[src/rtl/l2_arbiter.sv]
// l2_arbiter: four-core round-robin front end for a shared L2.
// One request is in flight at a time. The flow is:
//   1. pick a winner,
//   2. issue the request to L2 and hold it until l2_ready,
//   3. for a write, optionally broadcast an update to the other sharers,
//   4. return a one-cycle grant pulse together with the response data.
// Optional feature: define L2ARB_SNOOP_EN to enable the write-snoop
// broadcast. Without it, writes complete straight after the L2 handshake
// and the snoop outputs are tied to zero.
module l2_arbiter #(
  parameter int DATA_W = 64,
  parameter int ADDR_W = 32
) (
  input  logic                clk,
  input  logic                rst_n,
  // core side
  input  logic [3:0]          req,
  input  logic [7:0]          req_mode,
  input  logic [4*ADDR_W-1:0] req_addr,
  input  logic [4*DATA_W-1:0] req_wdata,
  output logic [3:0]          gnt,
  output logic [DATA_W-1:0]   rsp_data,
  // L2 side
  output logic                l2_valid,
  output logic [1:0]          l2_mode,
  output logic [ADDR_W-1:0]   l2_addr,
  output logic [DATA_W-1:0]   l2_wdata,
  output logic [1:0]          l2_proin,
  input  logic                l2_ready,
  input  logic [DATA_W-1:0]   l2_rdata,
  input  logic [3:0]          l2_sharers,
  // coherency side
  output logic [3:0]          snoop_valid,
  output logic [ADDR_W-1:0]   snoop_addr,
  output logic [DATA_W-1:0]   snoop_data
);

  localparam logic [1:0] MODE_RD = 2'b00;
  localparam logic [1:0] MODE_WR = 2'b11;

  typedef enum logic [1:0] {
    IDLE  = 2'd0,
    ISSUE = 2'd1,
    SNOOP = 2'd2,
    DONE  = 2'd3
  } state_t;

  state_t            state_q, state_d;
  logic [1:0]        last_winner_q, last_winner_d;
  // Latched transaction. These registers drive the l2_* outputs directly,
  // so they stay stable for as long as ISSUE lasts.
  logic [1:0]        id_q, id_d;
  logic [1:0]        mode_q, mode_d;
  logic [ADDR_W-1:0] addr_q, addr_d;
  logic [DATA_W-1:0] wdata_q, wdata_d;
  logic              valid_q, valid_d;
  logic [3:0]        gnt_q, gnt_d;
  logic [DATA_W-1:0] rsp_q, rsp_d;

  // Per-core views of the packed request buses.
  logic [1:0]        core_mode  [4];
  logic [ADDR_W-1:0] core_addr  [4];
  logic [DATA_W-1:0] core_wdata [4];

  generate
    for (genvar gi = 0; gi < 4; gi++) begin : g_core
      assign core_mode[gi]  = req_mode[2*gi +: 2];
      assign core_addr[gi]  = req_addr[gi*ADDR_W +: ADDR_W];
      assign core_wdata[gi] = req_wdata[gi*DATA_W +: DATA_W];
    end
  endgenerate

  logic       win_found;
  logic [1:0] win_id;
  logic       is_write;
  logic [3:0] id_onehot;

  assign is_write  = (mode_q == MODE_WR);
  assign id_onehot = 4'b0001 << id_q;

  // Round-robin search. It starts one past the last winner and wraps mod 4,
  // so the last winner is considered last.
  always_comb begin
    win_found = 1'b0;
    win_id    = last_winner_q;
    for (int k = 1; k <= 4; k++) begin
      if (!win_found && req[2'(last_winner_q + 2'(k))]) begin
        win_found = 1'b1;
        win_id    = 2'(last_winner_q + 2'(k));
      end
    end
  end

`ifdef L2ARB_SNOOP_EN
  logic [3:0]        snoop_valid_q, snoop_valid_d;
  logic [ADDR_W-1:0] snoop_addr_q, snoop_addr_d;
  logic [DATA_W-1:0] snoop_data_q, snoop_data_d;
`else
  // Sharer information has no consumer when snooping is compiled out.
  logic unused_sharers;
  assign unused_sharers = ^l2_sharers;
`endif

  // Next-state and next-output logic. Strobes default low so that each one
  // lives for exactly one cycle.
  always_comb begin
    state_d       = state_q;
    last_winner_d = last_winner_q;
    id_d          = id_q;
    mode_d        = mode_q;
    addr_d        = addr_q;
    wdata_d       = wdata_q;
    valid_d       = 1'b0;
    gnt_d         = 4'b0000;
    rsp_d         = rsp_q;
`ifdef L2ARB_SNOOP_EN
    snoop_valid_d = 4'b0000;
    snoop_addr_d  = '0;
    snoop_data_d  = '0;
`endif
    case (state_q)
      IDLE: begin
        if (win_found) begin
          // Capture the winner's request. Later changes on the core
          // buses cannot disturb the transaction in flight.
          id_d    = win_id;
          mode_d  = (core_mode[win_id] == MODE_WR) ? MODE_WR : MODE_RD;
          addr_d  = core_addr[win_id];
          wdata_d = core_wdata[win_id];
          valid_d = 1'b1;
          state_d = ISSUE;
        end
      end
      ISSUE: begin
        valid_d = 1'b1;
        if (l2_ready) begin
          valid_d = 1'b0;
          if (is_write) begin
            rsp_d = wdata_q;
`ifdef L2ARB_SNOOP_EN
            // The writer already has the new data, so its own sharer bit
            // is masked out of the update broadcast.
            snoop_valid_d = l2_sharers & ~id_onehot;
            snoop_addr_d  = addr_q;
            snoop_data_d  = wdata_q;
            state_d       = SNOOP;
`else
            gnt_d   = id_onehot;
            state_d = DONE;
`endif
          end else begin
            rsp_d   = l2_rdata;
            gnt_d   = id_onehot;
            state_d = DONE;
          end
        end
      end
      SNOOP: begin
        // The broadcast cycle is spent even when the sharer mask is empty.
        gnt_d   = id_onehot;
        state_d = DONE;
      end
      DONE: begin
        last_winner_d = id_q;
        state_d       = IDLE;
      end
    endcase
  end

  // State, latched request and registered outputs, cleared by async reset.
  always_ff @(posedge clk or negedge rst_n) begin
    if (!rst_n) begin
      state_q       <= IDLE;
      last_winner_q <= 2'd3;
      id_q          <= 2'd0;
      mode_q        <= 2'b00;
      addr_q        <= '0;
      wdata_q       <= '0;
      valid_q       <= 1'b0;
      gnt_q         <= 4'b0000;
      rsp_q         <= '0;
    end else begin
      state_q       <= state_d;
      last_winner_q <= last_winner_d;
      id_q          <= id_d;
      mode_q        <= mode_d;
      addr_q        <= addr_d;
      wdata_q       <= wdata_d;
      valid_q       <= valid_d;
      gnt_q         <= gnt_d;
      rsp_q         <= rsp_d;
    end
  end

`ifdef L2ARB_SNOOP_EN
  // Snoop broadcast registers; the mask is loaded only when entering SNOOP.
  always_ff @(posedge clk or negedge rst_n) begin
    if (!rst_n) begin
      snoop_valid_q <= 4'b0000;
      snoop_addr_q  <= '0;
      snoop_data_q  <= '0;
    end else begin
      snoop_valid_q <= snoop_valid_d;
      snoop_addr_q  <= snoop_addr_d;
      snoop_data_q  <= snoop_data_d;
    end
  end

  assign snoop_valid = snoop_valid_q;
  assign snoop_addr  = snoop_addr_q;
  assign snoop_data  = snoop_data_q;
`else
  assign snoop_valid = 4'b0000;
  assign snoop_addr  = '0;
  assign snoop_data  = '0;
`endif

  assign gnt      = gnt_q;
  assign rsp_data = rsp_q;
  assign l2_valid = valid_q;
  assign l2_mode  = mode_q;
  assign l2_addr  = addr_q;
  assign l2_wdata = wdata_q;
  assign l2_proin = id_q;

endmodule

[config.mk]
export PLATFORM = sky130hd
export DESIGN_NAME = l2_arbiter
export DESIGN_NICKNAME = d
export VERILOG_FILES = /design/src/rtl/l2_arbiter.sv
export SDC_FILE = /design/constraint.sdc
export NUM_CORES = 1
export LEC_CHECK = 0
export CAP_MARGIN = 20
export CORE_AREA = 2 2 284 286
export DETAILED_ROUTE_END_ITERATION = 8
export DIE_AREA = 0 0 286 288
export PLACE_DENSITY_LB_ADDON = 0.1
export SLEW_MARGIN = 20
export SYNTH_ARGS = -nofsm -noshare
export SYNTH_HDL_FRONTEND = slang
export SYNTH_SLANG_ARGS = --single-unit
export TNS_END_PERCENT = 5
[constraint.sdc]
create_clock -name clk -period 4.1 [get_ports clk]
set_input_delay 0.82 -clock clk [delete_from_list [all_inputs] [get_ports clk]]
set_output_delay 0.82 -clock clk [all_outputs]
set_load 0.1 [all_outputs]
==> results.md, run 1 <==
* Critical path cell sequence: clkdlybuf4s50_1 > nand2b_1 > a21oi_1 > a221oi_4 > buf_4 > buf_12 > mux2i_1 > buf_4 > o221ai_1
* CTS tree: yes
* Die width at 286 um
* DR iter-0 viols at 347
* Most common cell in the netlist: mux2i_1
* Max Clock Skew at 0.03350 ns
* Critical path's most frequent cell: buf_4
* Vias per inst at 3.588
* CP Data Arrival Time at 3.46 ns
* Met2 usage at 23.42%
* Vias in the first global route at 10098
* DP Cell Count at 2616
* M3 GR Usage at 3.788%
* Worst Setup Start Kind: input port
* Die height at 288 um
* Max stage delay cell, worst path: mux2i_1
* Routed length per instance at 20.14 um
* Sequential cell area at 4310 um^2
* Nets at 2046
* Gr usage total at 12.59%
* Fmax at 0.3213 GHz
* Largest net degree at the start of global routing at 108
* Critical path peak fanout at 34
* Layout cells sized above 1 at 7.242%
* Worst Path Required at 4.44 ns
* Number of flops mapped to enable cells by yosys at 0
* RSZ-0062 raised after global routing: false
* Avg Inst Size Synth at 10.86 um^2
* Setup violators final at 0
* Port Buf Inserts at 631
* Final ANT Viol Nets at 0
* Core box area at 79640 um^2
* Setup Buffers After CTS at 0
* Multi-input logic area at 5313 um^2
* Ports at 736
* Worst min path class: in2async
* DIE AREA at 82370 um^2
* Remaining DRCs at 0
* Synth area leader: dfrtp_1
* Routed WL at 53.41 mm
* Max-cap violation count at 0
* Area grow syn2layout at 71.20%
* DP Worst Slack at 0.3082 ns
* Worst r2r src: last_winner_q[0]$_DFFE_PN1N_
* CP Class: in2reg
* CTS sink cnt at 172
* Actual slew at the worst max-slew pin at 1.168 ns
* Inserted Clock Buffers at 17
* Minimum clock period at 3.112 ns
* Yosys reg bits at 172
* Seq/Total Area, Yosys at 40.58%
* Tot Pwr at 17150 uW
* Top FF cell, synth: dfrtp_1
* Initial Util at 13.33%
* Worst-Skew Late Latency at 0.50 ns
* Critical Path End Type: register
* Critical Path Source: req[0]
* H-tree Lvls at 4
* Grt total ovfl at 0
* VDD IR-drop max at 387.9 uV
* Max Buffers Root-to-Sink at 2
* Drt pass-1 iters at 6
* Setup TNS at 0 ns
* Fill cells at 8655
* Top cell type's share of synthesized area at 40.08%
* Asr flop ratio synth at 100.0%
* Row cnt at 104
* GR Util met1 at 13.84%
* Count of unique library cells instantiated by Yosys at 34
* Post-CTS resize count at 0
* Via count at 9516
* First-pass GRT wire length at 73.97 mm
* HPWL Detailed at 41.00 mm
* Slew Limit Headroom at 21.91%
* Hold Fails Final Rpt at 0
* CTS Hold Buffers Added at 0
* Synth top area cells: dfrtp_1, mux2i_1, buf_4
* Clock Tree Root: clkbuf_16
* Static Leakage at 0.007480 uW
* Final worst-path cycle share at 75.91%
* GPL Wtd Cong at 0.7611
* Final instance count without filler cells at 2652
* Slew Viols, Final at 0
* PwrDens at 943.8 nW/um^2
* Slack of the critical path at 0.9877 ns
* Status: finished, final reports clean
* Cell area after synthesis at 10610 um^2
* Synth cell count leaders: mux2i_1, dfrtp_1, nand2_1
* Initial antenna violation count at 7
* Syn Inst Count at 977
* Syn. warnings at 0
* CP peak stage delay at 0.65 ns
* Busiest layer in global routing: met2
* Reg clk slew, reported paths at 0.08 ns
## sequential cells by signal, indices dropped and copies added, names as in the netlist
register       count
state_q            2
l2_mode            1
l2_addr           32
rsp_data          64
gnt                4
last_winner_q      2
l2_proin           2
l2_wdata          64
l2_valid           1
## critical path, delay by kind of cell
| family | cells | cell delay [ns] |
|---|---|---|
| AO/OA/AOI/OAI | 3 | 0.50 |
| buffers and inverters | 4 | 1.32 |
| multiplexers | 1 | 0.65 |
| AND/OR/NAND/NOR | 1 | 0.13 |
## per-stage QoR
| step | hold slack [ns] | cell area, um^2 | util (%) |
|---|---|---|---|
| after floorplan | 0.4927 | 10990 | - |
| after global placement | 0.4729 | 17580 | 22.08 |
| after detailed placement | 0.4773 | 17580 | 22.08 |
| after CTS | 0.3488 | 18160 | 22.81 |
| after global routing | 0.3311 | 18170 | 22.81 |
| final | 0.3192 | 18170 | 22.82 |
## placed cells by master, fill, tap and decap left out, types with 3 or more instances in the layout
cell,count
buf_12,9
dfrtp_1,169
clkdlybuf4s50_1,628
conb_1,100
nor2_1,67
ha_1,4
clkinv_4,3
inv_8,4
a21oi_1,65
diode_2,4
inv_1,4
o21ai_0,5
mux2i_1,257
mux2_2,3
clkbuf_16,17
o221ai_2,42
o221ai_1,55
buf_4,18
nand2_1,108
## logic make-up after synthesis
group	count (synthesis)	synth area share, %
buffers and inverters	181	13.21
DFF	172	40.58
muxes	260	24.55
and+or+nand+nor	186	6.849
other	1	0.03533
AOI/OAI and AO/OA	173	14.30
adders and majority gates	4	0.4716
## power by group
part	internal [uW]	total [uW]	leakage, uW	switching, uW
Sequential	2520	3200	0.00205	674
Combinational	3270	12200	0.00514	8960
Clock	871	1720	0.000281	854
## cell type report
cell class	count	share of cell area, %
Timing Repair Buffer	656	36.40
Antenna cell	4	0.05508
Inverter	5	0.1033
Multi-Input combinational cell	723	29.24
Sequential cell	172	23.72
Clock buffer	19	2.438
Clock inverter	13	0.7436
Tap cell	1060	7.299
## metal layers
metal,up-vias,wire [um]
met5,-,21
met4,4,524
met3,26,3248
met2,361,28990
met1,4572,20630
li1,4553,-
## path summary, 6_finish.rpt
kind | endpoint | slack [ns] | cells past startpoint
min reg2reg | l2_addr[28]$_DFFE_PN0P_ | 0.49 | 2
max | l2_wdata[42]$_DFFE_PN0P_ | 0.99 | 9
max reg2reg | l2_wdata[42]$_DFFE_PN0P_ | 1.25 | 8
min | rsp_data[51]$_DFFE_PN0P_ | 0.32 | 1
max in group asynchronous | l2_wdata[33]$_DFFE_PN0P_ | 2.84 | 2
min in group clk | l2_addr[28]$_DFFE_PN0P_ | 0.49 | 2
(Power assumes the default switching activity.)
==> inputs of run 2 (changes only) <==
- CORE_AREA: 2 2 284 286 -> 2 2 283 285
- DIE_AREA: 0 0 286 288 -> 0 0 285 287
- clock period: 4.1 -> 2.7 ns (I/O delays scaled with it)
==> run 2 against run 1 <==
Compared with the run above:
- power rose by 52%
- sequential cell count unchanged
- wire length decreased by 0.28%
- register-to-register slack lost 0.83 ns
- critical path depth down 2
- global-route usage up 0.19 points
- core utilization is 0.34 points higher
- clock skew shrank 0.022 ns
- non-clock buffer count is 44 higher
- hold slack got worse by 0.22 ns
- cell count increased by 1.1%
==> results.md, run 2 (synthesized netlist as in run 1, its figures left out) <==
* Status: finished, final reports clean
* Commonest non-fill, non-tap cell in the layout: clkdlybuf4s50_1
* Setup TNS at 0 ns
* Setup Buffers After CTS at 0
* Row cnt at 103
* Area grow syn2layout at 71.53%
* Setup violators final at 0
* Drt pass-1 iters at 4
* Routed WL at 53.26 mm
* RSZ-0062 raised after global routing: false
* GR Util met1 at 14.06%
* Max Clock Skew at 0.01138 ns
* Initial antenna violation count at 4
* Gr usage total at 12.77%
* Worst path bufs/invs at 2
* Worst path depth at 7
* Post-CTS resize count at 0
* VDD IR-drop max at 610.9 uV
* CP Data Arrival Time at 2.63 ns
* First-pass GRT wire length at 75.32 mm
* Reg clk slew, reported paths at 0.07 ns
* Static Leakage at 0.007931 uW
* Sequential cell area at 4310 um^2
* Busiest layer in global routing: met2
* Max Buffers Root-to-Sink at 2
* Routed length per instance at 19.86 um
* Reg power frac at 18.5%
* Clock Tree Root: clkbuf_16
* CP delay by family, top: flip-flops
* Worst Path Required at 3.06 ns
* Max stage delay cell, worst path: dfstp_2
* CP peak stage delay at 0.57 ns
* Sw Ratio at 61.08%
* Final core utilization at 23.16%
* Final worst-path cycle share at 84.34%
* Clk pwr share at 10.0%
* Slew Limit Headroom at 50.93%
* Port Buf Inserts at 631
* PwrDens at 1436 nW/um^2
* FF-to-FF setup slack at 0.42 ns
* Critical path cell sequence: nand2b_2 > o21ai_2 > a221oi_4 > buf_4 > buf_12 > mux2i_1 > o221ai_2
* Nets at 2090
* Actual slew at the worst max-slew pin at 0.7361 ns
* GPL Wtd Cong at 0.7633
* Critical Path End Type: register
* DR iter-0 viols at 279
* Final ANT Viol Nets at 0
* Inserted Clock Buffers at 17
* Remaining DRCs at 0
* Worst Setup Start Kind: register
* CTS tree: yes
* H-tree Lvls at 4
* Grt total ovfl at 0
* Minimum clock period at 2.277 ns
* Fmax at 0.4391 GHz
* Largest net degree at the start of global routing at 72
* CTS Hold Buffers Added at 0
* CTS sink cnt at 172
* Worst-Skew Late Latency at 0.49 ns
* Internal power at 10180 uW
* Slew Viols, Final at 0
* Hold Fails Final Rpt at 0
* Critical Path Source: last_winner_q[0]$_DFFE_PN1N_
* Via count at 9713
* Layout cells sized above 1 at 19.94%
* Die height at 287 um
* Commonest cells after routing, fill and taps aside: clkdlybuf4s50_1, mux2i_1, buf_4, dfrtp_1, nand2_1
* Max-cap violation count at 0
* Multi-input logic area at 5313 um^2
* Worst min path class: in2async
* CP Class: reg2reg
* HPWL Detailed at 42.46 mm
* Critical path peak fanout at 24
* Worst r2r src: last_winner_q[0]$_DFFE_PN1N_
* DIE AREA at 81800 um^2
* Die width at 285 um
* Logic gate share of total power at 71.5%
* Vias in the first global route at 10457
* Fill cells at 8547
* Ports at 736
* Met2 usage at 23.70%
* M3 GR Usage at 3.976%
* Vias per inst at 3.622
* Core box area at 78610 um^2
* R2R cell count at 7
* Initial Util at 13.50%
* P_sw at 15970 uW
-- run 2: area by class of cell --
type / count / share of cell area [%]
Multi-Input combinational cell: 723 / 29.18
Clock inverter: 8 / 0.4742
Inverter: 5 / 0.1031
Timing Repair Buffer: 700 / 36.61
Tap cell: 1050 / 7.216
Clock buffer: 22 / 2.715
Antenna cell: 2 / 0.02749
Sequential cell: 172 / 23.68
-- run 2: stage by stage --
stage / setup slack [ns] / cells / hold WS (ns) / area (um^2) / power, uW
global route: 0.3446 / 2682 / 0.1167 / 18210 / 27530
finish: 0.4227 / 2682 / 0.09585 / 18210 / 26150
CTS: 0.4251 / 2680 / 0.1069 / 18200 / 26700
detailed placement: -0.05459 / 2650 / 0.4731 / 17620 / 23950
floorplan: 0.6228 / 1076 / 0.2444 / 10990 / 18940
global placement: -0.04791 / 2650 / 0.4747 / 17620 / 23930
-- run 2: path summary, 6_finish.rpt --
path	to
worst max-delay path	l2_wdata[15]$_DFFE_PN0P_
worst min register to register	l2_addr[23]$_DFFE_PN0P_
worst min-delay path	rsp_data[52]$_DFFE_PN0P_
worst max register to register	l2_wdata[15]$_DFFE_PN0P_
max in group asynchronous	last_winner_q[0]$_DFFE_PN1N_
min in group clk	l2_addr[23]$_DFFE_PN0P_
-- run 2: metal layers --
metal	vias to the layer above	part of all wire [%]
li1	4637	-
met1	4687	38
met2	360	54
met3	27	6.4
met4	2	1.3
met5	-	0.030
-- run 2: power groups by stage --
stage               clock network (uW)  logic, uW  registers, uW
global placement                     0      19000           4900
finish                            2620      18700           4830
CTS                               2770      19000           4900
detailed placement                   0      19000           4930
floorplan                            0       5850          13100
global route                      2870      19600           5040
==> inputs of run 3 (changes only) <==
- CORE_AREA: 2 2 283 285 -> 2 2 287 289
- DIE_AREA: 0 0 285 287 -> 0 0 289 291
- clock period: 2.7 -> 2.2 ns (I/O delays scaled with it)
==> run 3 against run 2 <==
Compared with the run above:
- non-clock buffer count grew 30
- core utilization rose by 0.15 points
- global-route usage is 0.099 points higher
- clock skew rose by 0.0080 ns
- sequential share of layout area shrank 0.90 points
==> results.md, run 3 (synthesized netlist as in run 1, its figures left out) <==
* Worst-Skew Late Latency at 0.49 ns
* Worst min path class: reg2reg
* CTS sink cnt at 172
* H-tree Lvls at 4
* Hold_sp: l2_addr[22]$_DFFE_PN0P_
* Fmax at 0.4725 GHz
* PwrDens at 1760 nW/um^2
* CP Data Arrival Time at 2.47 ns
* Ports at 736
* Initial Util at 13.07%
* Critical path cell sequence: nand2b_4 > o21ai_2 > a221oi_4 > buf_12 > buf_16 > buf_12 > buf_4 > mux2i_1 > o221ai_1
* Critical Path End Type: register
* Worst Path Required at 2.55 ns
* Largest net degree at the start of global routing at 51
* Static Leakage at 0.008207 uW
* Status: finished, final reports clean
* Slew Viols, Final at 0
* Drt pass-1 iters at 4
* Grt total ovfl at 0
* Final worst-path cycle share at 96.21%
* Inserted Clock Buffers at 17
* Max-cap violation count at 0
* Slew Limit Headroom at 61.25%
* M1 WL at 21.58 mm
* Slack of the critical path at 0.08338 ns
* Worst path bufs/invs at 4
* FF-to-FF setup slack at 0.08 ns
* CP Class: reg2reg
* Max Clock Skew at 0.01934 ns
* Remaining DRCs at 0
* Minimum clock period at 2.117 ns
* Via count at 9871
* CP delay by family, top: buffers and inverters
* Nets at 2120
* DR iter-0 viols at 260
* Commonest cells after routing, fill and taps aside: clkdlybuf4s50_1, mux2i_1, buf_4, dfrtp_1, nand2_1
* Final ANT Viol Nets at 0
* Commonest non-fill, non-tap cell in the layout: clkdlybuf4s50_1
* Port Buf Inserts at 631
* Worst Setup Start Kind: register
* Critical path peak fanout at 6
* Fill cells at 8742
* Vias in the first global route at 10523
* CP peak stage delay at 0.54 ns
* Vias per inst at 3.608
* Max stage delay cell, worst path: dfstp_2
* HPWL Detailed at 44.66 mm
* Top sig layer: met5
* Placed inst area at 18090 um^2
* Hold Fails Final Rpt at 0
* RSZ-0062 raised after global routing: true
* First-pass GRT wire length at 76.87 mm
* Reg clk slew, reported paths at 0.08 ns
* Area grow syn2layout at 78.31%
* DIE AREA at 84100 um^2
* Row cnt at 105
* Critical Path Source: last_winner_q[0]$_DFFE_PN1N_
* Met3 WL post-DR at 3.918 mm
* Layout cells sized above 1 at 22.26%
* Clock Tree Root: clkbuf_16
* Actual slew at the worst max-slew pin at 0.5813 ns
* Die height at 291 um
* DP Worst Slack at -0.6109 ns
* Max Buffers Root-to-Sink at 2
* GPL Wtd Cong at 0.7667
* Initial antenna violation count at 9
* Fin area at 18930 um^2
* Met2 WL at 30.18 mm
* Setup violators final at 0
* Gr usage total at 12.87%
* CTS tree: yes
* VDD IR-drop max at 780.6 uV
* Die width at 289 um
* Routed WL at 56.28 mm
* Routed length per instance at 20.57 um
* Worst r2r src: last_winner_q[0]$_DFFE_PN1N_
* Core box area at 81190 um^2
* Critical path's most frequent cell: buf_12
-- run 3: cell types whose count changed in the layout (fill, tap and decap cells not counted), moves of 2 or more --
| cell | before | now |
|---|---|---|
| mux2i_2 | 0 | 12 |
| buf_16 | 0 | 3 |
| diode_2 | 2 | 4 |
| clkbuf_16 | 17 | 19 |
| buf_12 | 20 | 42 |
| clkbuf_8 | 6 | 3 |
| mux2i_1 | 257 | 244 |
| buf_6 | 0 | 2 |
| inv_6 | 0 | 4 |
-- run 3: cell type report --
type | instances | area (um^2) | share of cell area [%]
Inverter | 5 | 18.77 | 0.09917
Tap cell | 1070 | 1339 | 7.074
Timing Repair Buffer | 730 | 7278 | 38.46
Antenna cell | 4 | 10.01 | 0.05289
Multi-Input combinational cell | 723 | 5385 | 28.45
Sequential cell | 172 | 4310 | 22.78
Clock inverter | 12 | 127.6 | 0.6743
Clock buffer | 20 | 456.7 | 2.413
-- run 3: path summary, 6_finish.rpt --
path | end | cells past startpoint
max in group asynchronous | l2_addr[16]$_DFFE_PN0P_ | 3
worst min register to register | l2_addr[22]$_DFFE_PN0P_ | 2
worst min-delay path | l2_addr[22]$_DFFE_PN0P_ | 2
min in group asynchronous | rsp_data[51]$_DFFE_PN0P_ | 2
worst max-delay path | l2_addr[15]$_DFFE_PN0P_ | 9
worst max register to register | l2_addr[15]$_DFFE_PN0P_ | 9
-- run 3: power breakdown --
part           internal [uW]  switching [uW]  leakage (uW)  total (uW)
Combinational           6960           17200       0.00587       24100
Sequential              4700            1220       0.00205        5920
Clock                   1650            1610      0.000284        3260
Total                  13300           20000       0.00821       33300
-- run 3: metrics by stage --
step	cells	TNS (ns)	total power (uW)	hold WS, ns	util, %
finish	2736	0	33320	0.4902	23.31
global route	2735	-0.2331	35030	0.5100	23.31
CTS	2724	0	33540	0.4917	23.04
detailed placement	2691	-36.37	30060	0.4743	22.28
global placement	2691	-38.25	30040	0.4747	22.28
floorplan	1076	0	23240	0.1444	-
-- run 3: layer usage --
metal / up-vias / GRT usage [%]
met5: - / 0
met4: 10 / 3.093
met3: 35 / 3.793
met2: 377 / 23.70
met1: 4754 / 14.33
li1: 4695 / -
-- run 3: timing repair --
| item | CTS | global route |
|---|---|---|
| setup endpoints to repair | 1 | 48 |
| gates cloned | 0 | 2 |
| pin swaps | 1 | 2 |
| gates resized for setup | 4 | 20 |
| buffers inserted | 0 | 6 |
| hold endpoints to repair | 38 | 0 |
| hold buffers | 1 | 0 |
-- run 3: worst min-delay path, stage by stage (launching register included) --
cell and delay (ns):
dfrtp_1 0.35, nand2_1 0.05, o221ai_1 0.06
